### src/rtl/alu_pkg.sv
// Shared types and constants for the multicycle ALU: control codes, FSM states
// and the instruction-field constants used by the decoder.
package alu_pkg;

  typedef enum logic [3:0] {
    ALU_ADD    = 4'b0000,
    ALU_SUB    = 4'b0001,
    ALU_AND    = 4'b0010,
    ALU_OR     = 4'b0011,
    ALU_XOR    = 4'b0100,
    ALU_SLT    = 4'b0101,
    ALU_SLL    = 4'b0110,
    ALU_SRL    = 4'b0111,
    ALU_SRA    = 4'b1000,
    ALU_SLTU   = 4'b1001,
    ALU_MUL    = 4'b1010,
    ALU_MULH   = 4'b1011,
    ALU_MULHSU = 4'b1100,
    ALU_MULHU  = 4'b1101
  } alu_ctrl_e;

  typedef enum logic [1:0] {
    IDLE,
    MUL,
    FIX,
    DONE
  } state_e;

  localparam int         OP_RTYPE_BIT  = 5;
  localparam logic [6:0] FUNCT7_MULDIV = 7'b0000001;

endpackage

### src/rtl/alu_ctrl_dec.sv
// Combinational control decoder: ALUOp/funct3/funct7/opcode to a control code,
// plus flags for the iterative multiplier path and unsupported encodings.
module alu_ctrl_dec
  import alu_pkg::*;
(
  input  logic [1:0] alu_op_i,
  input  logic [2:0] funct3_i,
  input  logic [6:0] funct7_i,
  input  logic [6:0] op_i,
  output alu_ctrl_e  ctrl_o,
  output logic       is_mul_o,
  output logic       illegal_o
);

  logic rtype;
  logic unused_op;

  assign rtype     = op_i[OP_RTYPE_BIT];
  assign unused_op = ^{op_i[6], op_i[4:0]};

  // The M-extension row only applies to register-register ops; divides are unsupported.
  always_comb begin
    ctrl_o    = ALU_ADD;
    is_mul_o  = 1'b0;
    illegal_o = 1'b0;
    unique case (alu_op_i)
      2'b00: ctrl_o = ALU_ADD;
      2'b01: ctrl_o = ALU_SUB;
      2'b10: begin
        if (rtype && (funct7_i == FUNCT7_MULDIV)) begin
          if (funct3_i[2]) begin
            illegal_o = 1'b1;
          end else begin
            is_mul_o = 1'b1;
            case (funct3_i[1:0])
              2'b00:   ctrl_o = ALU_MUL;
              2'b01:   ctrl_o = ALU_MULH;
              2'b10:   ctrl_o = ALU_MULHSU;
              default: ctrl_o = ALU_MULHU;
            endcase
          end
        end else begin
          case (funct3_i)
            3'b000:  ctrl_o = (rtype && funct7_i[5]) ? ALU_SUB : ALU_ADD;
            3'b001:  ctrl_o = ALU_SLL;
            3'b010:  ctrl_o = ALU_SLT;
            3'b011:  ctrl_o = ALU_SLTU;
            3'b100:  ctrl_o = ALU_XOR;
            3'b101:  ctrl_o = funct7_i[5] ? ALU_SRA : ALU_SRL;
            3'b110:  ctrl_o = ALU_OR;
            default: ctrl_o = ALU_AND;
          endcase
        end
      end
      default: illegal_o = 1'b1;
    endcase
  end

endmodule

### src/rtl/alu_multicycle_unit.sv
// Multicycle ALU: single-cycle RV32I ops and an iterative shift-add RV32M
// multiplier, with valid/ready handshakes on the request and result sides.
module alu_multicycle_unit
  import alu_pkg::*;
#(
  parameter int XLEN     = 32,
  parameter int MUL_STEP = 1
) (
  input  logic            clk,
  input  logic            rst,
  input  logic            in_valid,
  output logic            in_ready,
  input  logic [1:0]      ALUOp,
  input  logic [2:0]      funct3,
  input  logic [6:0]      funct7,
  input  logic [6:0]      op,
  input  logic [XLEN-1:0] src_a,
  input  logic [XLEN-1:0] src_b,
  output logic            out_valid,
  input  logic            out_ready,
  output logic [XLEN-1:0] result,
  output logic            zero,
  output logic            illegal
);

  localparam int                NSTEPS   = XLEN / MUL_STEP;
  localparam int                CNT_W    = $clog2(NSTEPS);
  localparam int                SH_W     = $clog2(XLEN);
  localparam logic [CNT_W-1:0]  LAST_CNT = CNT_W'(NSTEPS - 1);

  alu_ctrl_e dec_ctrl;
  logic      dec_is_mul;
  logic      dec_illegal;

  alu_ctrl_dec u_dec (
    .alu_op_i (ALUOp),
    .funct3_i (funct3),
    .funct7_i (funct7),
    .op_i     (op),
    .ctrl_o   (dec_ctrl),
    .is_mul_o (dec_is_mul),
    .illegal_o(dec_illegal)
  );

  state_e              state_q, state_d;
  logic [XLEN-1:0]     result_q, result_d;
  logic                illegal_q, illegal_d;
  logic [2*XLEN-1:0]   acc_q, acc_d;
  logic [2*XLEN-1:0]   mcand_q, mcand_d;
  logic [XLEN-1:0]     mplier_q, mplier_d;
  logic [CNT_W-1:0]    count_q, count_d;
  logic                neg_q, neg_d;
  logic                mul_hi_q, mul_hi_d;

  logic                accept;
  logic [SH_W-1:0]     shamt;
  logic [XLEN-1:0]     alu_res;
  logic                a_neg, b_neg;
  logic [2*XLEN-1:0]   partial;
  logic [2*XLEN-1:0]   product;

  assign in_ready  = (state_q == IDLE) || ((state_q == DONE) && out_ready);
  assign accept    = in_valid && in_ready;
  assign out_valid = (state_q == DONE);
  assign result    = result_q;
  assign zero      = (result_q == '0);
  assign illegal   = illegal_q;
  assign shamt     = src_b[SH_W-1:0];

  always_comb begin
    state_d = state_q;
    unique case (state_q)
      IDLE: if (accept) state_d = dec_is_mul ? MUL : DONE;
      MUL:  if (count_q == LAST_CNT) state_d = FIX;
      FIX:  state_d = DONE;
      DONE: begin
        if (out_ready) state_d = accept ? (dec_is_mul ? MUL : DONE) : IDLE;
      end
      default: state_d = IDLE;
    endcase
  end

  always_comb begin
    alu_res = '0;
    case (dec_ctrl)
      ALU_ADD:  alu_res = src_a + src_b;
      ALU_SUB:  alu_res = src_a - src_b;
      ALU_AND:  alu_res = src_a & src_b;
      ALU_OR:   alu_res = src_a | src_b;
      ALU_XOR:  alu_res = src_a ^ src_b;
      ALU_SLT:  alu_res = {{(XLEN-1){1'b0}}, ($signed(src_a) < $signed(src_b))};
      ALU_SLTU: alu_res = {{(XLEN-1){1'b0}}, (src_a < src_b)};
      ALU_SLL:  alu_res = src_a << shamt;
      ALU_SRL:  alu_res = src_a >> shamt;
      ALU_SRA:  alu_res = XLEN'($signed(src_a) >>> shamt);
      default:  alu_res = '0;
    endcase
  end

  // The multiplier works on magnitudes; the product sign is restored in FIX.
  assign a_neg   = ((dec_ctrl == ALU_MULH) || (dec_ctrl == ALU_MULHSU)) && src_a[XLEN-1];
  assign b_neg   = (dec_ctrl == ALU_MULH) && src_b[XLEN-1];
  assign product = neg_q ? (~acc_q + 1'b1) : acc_q;

  always_comb begin
    partial = '0;
    for (int i = 0; i < MUL_STEP; i++) begin
      if (mplier_q[i]) partial = partial + (mcand_q << i);
    end
  end

  always_comb begin
    result_d  = result_q;
    illegal_d = illegal_q;
    acc_d     = acc_q;
    mcand_d   = mcand_q;
    mplier_d  = mplier_q;
    count_d   = count_q;
    neg_d     = neg_q;
    mul_hi_d  = mul_hi_q;
    if (accept) begin
      if (dec_is_mul) begin
        acc_d     = '0;
        mcand_d   = {{XLEN{1'b0}}, (a_neg ? (~src_a + 1'b1) : src_a)};
        mplier_d  = b_neg ? (~src_b + 1'b1) : src_b;
        count_d   = '0;
        neg_d     = a_neg ^ b_neg;
        mul_hi_d  = (dec_ctrl != ALU_MUL);
        illegal_d = 1'b0;
      end else begin
        result_d  = dec_illegal ? '0 : alu_res;
        illegal_d = dec_illegal;
      end
    end else if (state_q == MUL) begin
      acc_d    = acc_q + partial;
      mcand_d  = mcand_q << MUL_STEP;
      mplier_d = mplier_q >> MUL_STEP;
      count_d  = count_q + 1'b1;
    end else if (state_q == FIX) begin
      result_d = mul_hi_q ? product[2*XLEN-1:XLEN] : product[XLEN-1:0];
    end
  end

  always_ff @(posedge clk or negedge rst) begin
    if (!rst) state_q <= IDLE;
    else      state_q <= state_d;
  end

  always_ff @(posedge clk or negedge rst) begin
    if (!rst) begin
      result_q  <= '0;
      illegal_q <= 1'b0;
      acc_q     <= '0;
      mcand_q   <= '0;
      mplier_q  <= '0;
      count_q   <= '0;
      neg_q     <= 1'b0;
      mul_hi_q  <= 1'b0;
    end else begin
      result_q  <= result_d;
      illegal_q <= illegal_d;
      acc_q     <= acc_d;
      mcand_q   <= mcand_d;
      mplier_q  <= mplier_d;
      count_q   <= count_d;
      neg_q     <= neg_d;
      mul_hi_q  <= mul_hi_d;
    end
  end

endmodule

### config.mk
export PLATFORM = sky130hd
export DESIGN_NAME = alu_multicycle_unit
export DESIGN_NICKNAME = d
export VERILOG_FILES = /design/src/rtl/alu_pkg.sv /design/src/rtl/alu_ctrl_dec.sv /design/src/rtl/alu_multicycle_unit.sv
export SDC_FILE = /design/constraint.sdc
export NUM_CORES = 1
export LEC_CHECK = 0
export ABC_CLOCK_PERIOD_IN_PS = 6100
export BUFFER_PORTS_ARGS = -buffer_cell sky130_fd_sc_hd__buf_2
export CAP_MARGIN = 20
export CORE_UTILIZATION = 60
export DETAILED_ROUTE_END_ITERATION = 10
export PLACE_DENSITY = 0.79
export SLEW_MARGIN = 20
export SYNTH_ARGS = -nofsm -noshare
export SYNTH_HDL_FRONTEND = slang
export SYNTH_SLANG_ARGS = --single-unit
### constraint.sdc
create_clock -name clk -period 6.1 [get_ports clk]
set_input_delay 1.22 -clock clk [delete_from_list [all_inputs] [get_ports clk]]
set_output_delay 1.22 -clock clk [all_outputs]
set_load 0.05 [all_outputs]
Word level (Yosys, flattened, before mapping) --
Cells that the tools add are included.
Storage, ports and cells: bits of input ports 87, output and inout bits 36, register bits 202
Operators by class: $lt $le $gt $ge 2, add/subtract/negate cells 7, eq/ne operators 33, shift operators 3, multiplexer cells 43, bitwise logic cells 7, reductions and logical operators 21
Operators with widths (count):
- two-way mux 64 bit | 8
- two-way mux 32 bit | 11
- case mux 32 bit (10 select lines) | 1
- adder 32 x 1 -> 32 bit (second input constant) | 2
- adder 64 x 1 -> 64 bit (second input constant) | 1
- adder 64 bit | 1
- < comparator 32 bit | 2
- NOT 32 bit | 2
- NOT 64 bit | 1
- adder 32 bit | 1
- AND 32 bit | 1
- zero test 32 bit | 1
- OR 32 bit | 1
- left shift 32 x 5 -> 32 bit | 1
- right shift 32 x 5 -> 32 bit | 1
- >>> shifter 32 x 5 -> 32 bit | 1
- subtractor 32 bit | 1
- XOR 32 bit | 1
- case mux 4 bit (7 select lines) | 1
- == test 4 x 3 -> 1 bit (second input constant) | 4
- == test 4 bit (second input constant) | 4
- two-way mux 5 bit | 3
- two-way mux 4 bit | 3
- two-way mux 2 bit | 5
- 28 further kinds | 58

Logic depth before layout (Yosys ltp) --
depth in word-level cells 11, depth in mapped cells 16

Modules after synthesis --
From an unflattened synthesis, not the netlist that was laid out.
Unflattened totals: cell total of the unflattened synthesis 3097, area, all modules 23746.5 µm²
By module, submodules not included:
- alu_multicycle_unit | area each 23448.7 µm², sequential area each 5054.8 µm², times used 1, cells each 3058
- alu_ctrl_dec | area each 297.8 µm², sequential area each 0.0 µm², times used 1, cells each 39

Least setup slack after synthesis --
No wires, ideal clock.
kind in2reg, start input port src_b[1], end register result_q[31], in the netlist result[31], path buffers 3, slack 1274 ps, stages on the path 16, data arrival time 4730 ps, cells stage by stage clkbuf_1 > clkbuf_1 > clkbuf_1 > inv_1 > ha_1 > o21bai_1 > a21oi_1 > o21bai_1 > nand2_1 > a2111o_1 > a21boi_0 > o21bai_1 > a2111oi_0 > o22ai_1 > xnor2_1 > o31ai_1
On the way: word-level cells in the longest chain between the ends 5, elaborated cells on any way between the ends 9, those cells by class add/sub (2); shift (3); mux (4)
Ends and longest elaborated chain:
- start: declaration | RTL line alu_multicycle_unit.sv:18 | input logic [XLEN-1:0] src_b,
- subtractor 32 bit, or another cell as far along | RTL line alu_multicycle_unit.sv:87 | ALU_SUB: alu_res = src_a - src_b;
- case mux 32 bit (10 select lines) (*) | RTL line alu_multicycle_unit.sv:85 | case (dec_ctrl)
- two-way mux 32 bit (*) | RTL line alu_multicycle_unit.sv:131 | result_d = dec_illegal ? '0 : alu_res;
- two-way mux 32 bit (*) | RTL line alu_multicycle_unit.sv:122 | if (dec_is_mul) begin
- two-way mux 32 bit (*) | RTL line alu_multicycle_unit.sv:121 | if (accept) begin
- end signal: assignment | RTL line alu_multicycle_unit.sv:160 | result_q <= result_d;
- end: declaration | RTL line alu_multicycle_unit.sv:46 | logic [XLEN-1:0] result_q, result_d;
Every way passes the cells marked *; elsewhere a longest branch is shown, timed or not. The select of a mux whose other input is x is not followed. A chain may end at the register's enable or synchronous reset.

Final worst setup path --
start input port funct7[3], end register result_q[6], in the netlist result[6]
On the way: word-level cells in the longest chain between the ends 9, elaborated cells on any way between the ends 24, those cells by class eq/ne (11); mux (10); reduce/logical (3)
Ends and longest elaborated chain:
- start: declaration | RTL line alu_multicycle_unit.sv:15 | input logic [6:0] funct7,
- == test 7 x 1 -> 1 bit (*) | RTL line alu_ctrl_dec.sv:30 | if (rtype && (funct7_i == FUNCT7_MULDIV)) begin
- logical AND 1 bit (*) | RTL line alu_ctrl_dec.sv:30
- two-way mux 4 bit | RTL line alu_ctrl_dec.sv:30
- case mux 4 bit (2 select lines) | RTL line alu_ctrl_dec.sv:26 | unique case (alu_op_i)
- == test 4 bit, or another cell as far along | RTL line alu_multicycle_unit.sv:85
- case mux 32 bit (10 select lines) | RTL line alu_multicycle_unit.sv:85
- two-way mux 32 bit | RTL line alu_multicycle_unit.sv:131
- two-way mux 32 bit | RTL line alu_multicycle_unit.sv:122
- two-way mux 32 bit | RTL line alu_multicycle_unit.sv:121
Marked as above.

==> results.toml <==
[setup_path]
worstSetupPathType = "in2reg"
arrival_ns = 5.53
end_kind = "flip-flop"
setup.worst_path.start_class = "input pin"
crit_fanout = 16
worstPathRequired_ns = 6.62
rrSetupSlack_ns = 1.38
reg2regPathDepth = 14

[cts]
cts-root-buf = "clkbuf_16"
cts_made_buffers = 25
cts.clk_slew.worst_paths_ns = 0.06
htreeDepth = 1
tritoncts = "built"
cts.sinks = 202
clk_latency_ns = 0.59
clockBufferDepth = 3
ctsResizeCount = 0
cts.hold.buffers_added = 0
post-cts-setup-buffers = 0

[global_route]
grt_max_degree = 134
overflow = 0
grt_antenna_before_repair = 2
grt_pass1_vias = 23858
grt_usage = 0.477
grt_pass1_wl_um = 143000

[timing]
fmax_mhz = 200
slew_headroom = 0.219
setup_viol = 0
fin_crit_sh = 0.821
min_period_ns = 5.01
tns_ns = 0
final-hold-violation-count = 0
rsz0062_at_grt = "no"
finalMaxSlewViolations = 0
finClkSkew_ns = 0.0180
tightestPinTransition_ns = 1.17

[power]
p_int_w = 0.00370
p_leak_nw = 10.9
ir_drop_mv = 0.277
p_per_area_nw_per_um2 = 299
combPwrFrac = 0.502
p_sw_frac = 0.505
power_w = 0.00746
switching_power_w = 0.00377
p_clk_frac = 0.204
p_seq_frac = 0.294

[logic_synthesis]
synth_area_leader_cell = "dfrtp_1"
synth.top_cell.area_share = 0.216
synthCells = 3126
ys_ff_latch = 202
avgSynthCellArea_um2 = 7.47
ys_types = 79
synth_warnings = 0
synth_edf_count = 0
synth-seq-area-share = 0.216
async_reset_ff_frac = 1.00
synthFlopType = "dfrtp_1"
syn_nets = 3384
syn_area_um2 = 23400
synth_area_leaders = "dfrtp_1 22%, ha_1 9.0%, o21ai_0 7.6%"

[placed_design]
portBuffers = 116
place_congestion = 1.13
numPlacedInstances = 3562
place_area_um2 = 24100
hpwl_um = 71600

[detailed_routing]
via_count = 25668
routed_wl_um = 95400
drc_errors = 0
drtIter0Drc = 3011
drtPass1Iterations = 6
routedWlPerCell_um = 26.4
ant_nets = 0
via_per_inst = 7.11

[floorplan]
coreArea_um2 = 38000
ios = 123
num_rows = 71
die_area_um2 = 39700
floorplan.initialDensity = 0.614
die_w_um = 199
die_y_um = 199

[run_status]
status = "finished, final reports clean"

[layout]
area_growth_pct = 6.87
drive_above_1_share = 0.0933
antenna_cells = 0
fin_cells = 3610
layout_common_cells = "353 x o21ai_0, 318 x nand2_1, 278 x nor2_1"
stdcell_area_um2 = 25000
mostFrequentLayoutCell = "o21ai_0"
fin_nets = 3338

[hold_path]
hold_depth = 1
hp-class = "reg2reg"

[job]
drv_cap = 0
[metrics by stage]
stage / util / hold slack (ns) / setup slack (ns)
2_1_floorplan: - / 0.464 / 1.27
3_3_place_gp: 0.634 / 0.469 / 0.862
3_5_place_dp: 0.634 / 0.476 / 0.696
4_1_cts: 0.656 / 0.489 / 1.29
5_1_grt: 0.656 / 0.526 / 0.920
6_report: 0.656 / 0.483 / 1.09
[power groups by stage]
stage / logic, W / clock network (W) / registers [W]
2_1_floorplan: 0.00233 / 0 / 0.00228
3_3_place_gp: 0.00350 / 0 / 0.00216
3_5_place_dp: 0.00359 / 0 / 0.00218
6_report: 0.00374 / 0.00152 / 0.00219
5_1_grt: 0.00400 / 0.00158 / 0.00222
4_1_cts: 0.00361 / 0.00152 / 0.00216
[final timing paths]
check	endpoint	from
min in group asynchronous	count_q[1]	rst
max in group asynchronous	result[18]	rst
max	result[6]	funct7[3]
max reg2reg	acc_q[60]	mplier_q[0]
min reg2reg	illegal	illegal
min	illegal	illegal
[area by class of cell]
class / count / area (um^2)
clock buffers: 39 / 768
clock inverters: 7 / 61.3
fillers: 3353 / 13100
inverters: 118 / 443
multi-input cells: 2572 / 17000
flip-flops and latches: 202 / 5060
well taps: 511 / 639
repair buffers: 161 / 962
[sequential cells by signal, indices dropped and copies added (netlist names)]
signal / cells
acc_q: 64
mcand_q: 64
mplier_q: 32
result: 32
count_q: 5
state_q: 2
illegal: 1
mul_hi_q: 1
neg_q: 1
[critical path: stages]
cell and delay (ns):
buf_2 0.10, nor4_1 0.85, and2_1 0.45, o21a_1 0.27, nand3_1 0.28, nor3_1 0.22, buf_4 0.28, nor2_1 0.06
buf_4 0.19, a31oi_1 0.20, buf_4 0.18, nand2_1 0.42, a41oi_1 0.62, a221o_1 0.18
[cell usage after synthesis, types with 15 or more instances]
master and instances:
o21ai_0 354, nand2_1 318, nor2_1 280, a21oi_1 240, clkbuf_1 216, dfrtp_1 202
ha_1 168, xnor2_1 128, inv_1 115, and2_1 77, a21o_1 75, a22oi_1 75
xor2_1 65, nand3_1 57, nor3_1 53, o31ai_1 49, a211oi_1 46, a31oi_1 45
mux2i_1 45, or3_1 39, mux4_2 31, nand4_1 30, o211ai_1 26, o22ai_1 23
a221oi_1 20, nand2b_1 20, o21bai_1 20, a221o_1 19, nor4_1 19, o41ai_1 19
o21a_1 17, buf_1 16, or2_2 16, nor2b_1 15, or4_1 15
[per-layer routing]
layer | routed length, um | track usage | vias to the layer above | part of all wire
li1 | - | - | 11363 | -
met1 | 35300 | 0.586 | 12115 | 0.37
met2 | 40900 | 0.733 | 1775 | 0.43
met3 | 10900 | 0.110 | 411 | 0.11
met4 | 8240 | 0.344 | 4 | 0.086
met5 | 31 | 0 | - | 0.00032
[cell families after synthesis]
family                   count (synthesis)  share of synthesized area
XOR/XNOR                               193                     0.0724
flip-flops                             202                      0.216
AND/OR/NAND/NOR                        979                      0.196
buffers and inverters                  352                     0.0567
AO/OA/AOI/OAI                         1142                      0.311
multiplexers                            87                     0.0545
adder cells (fa/ha/maj)                171                     0.0926
Power figures use the tool's default switching activity.
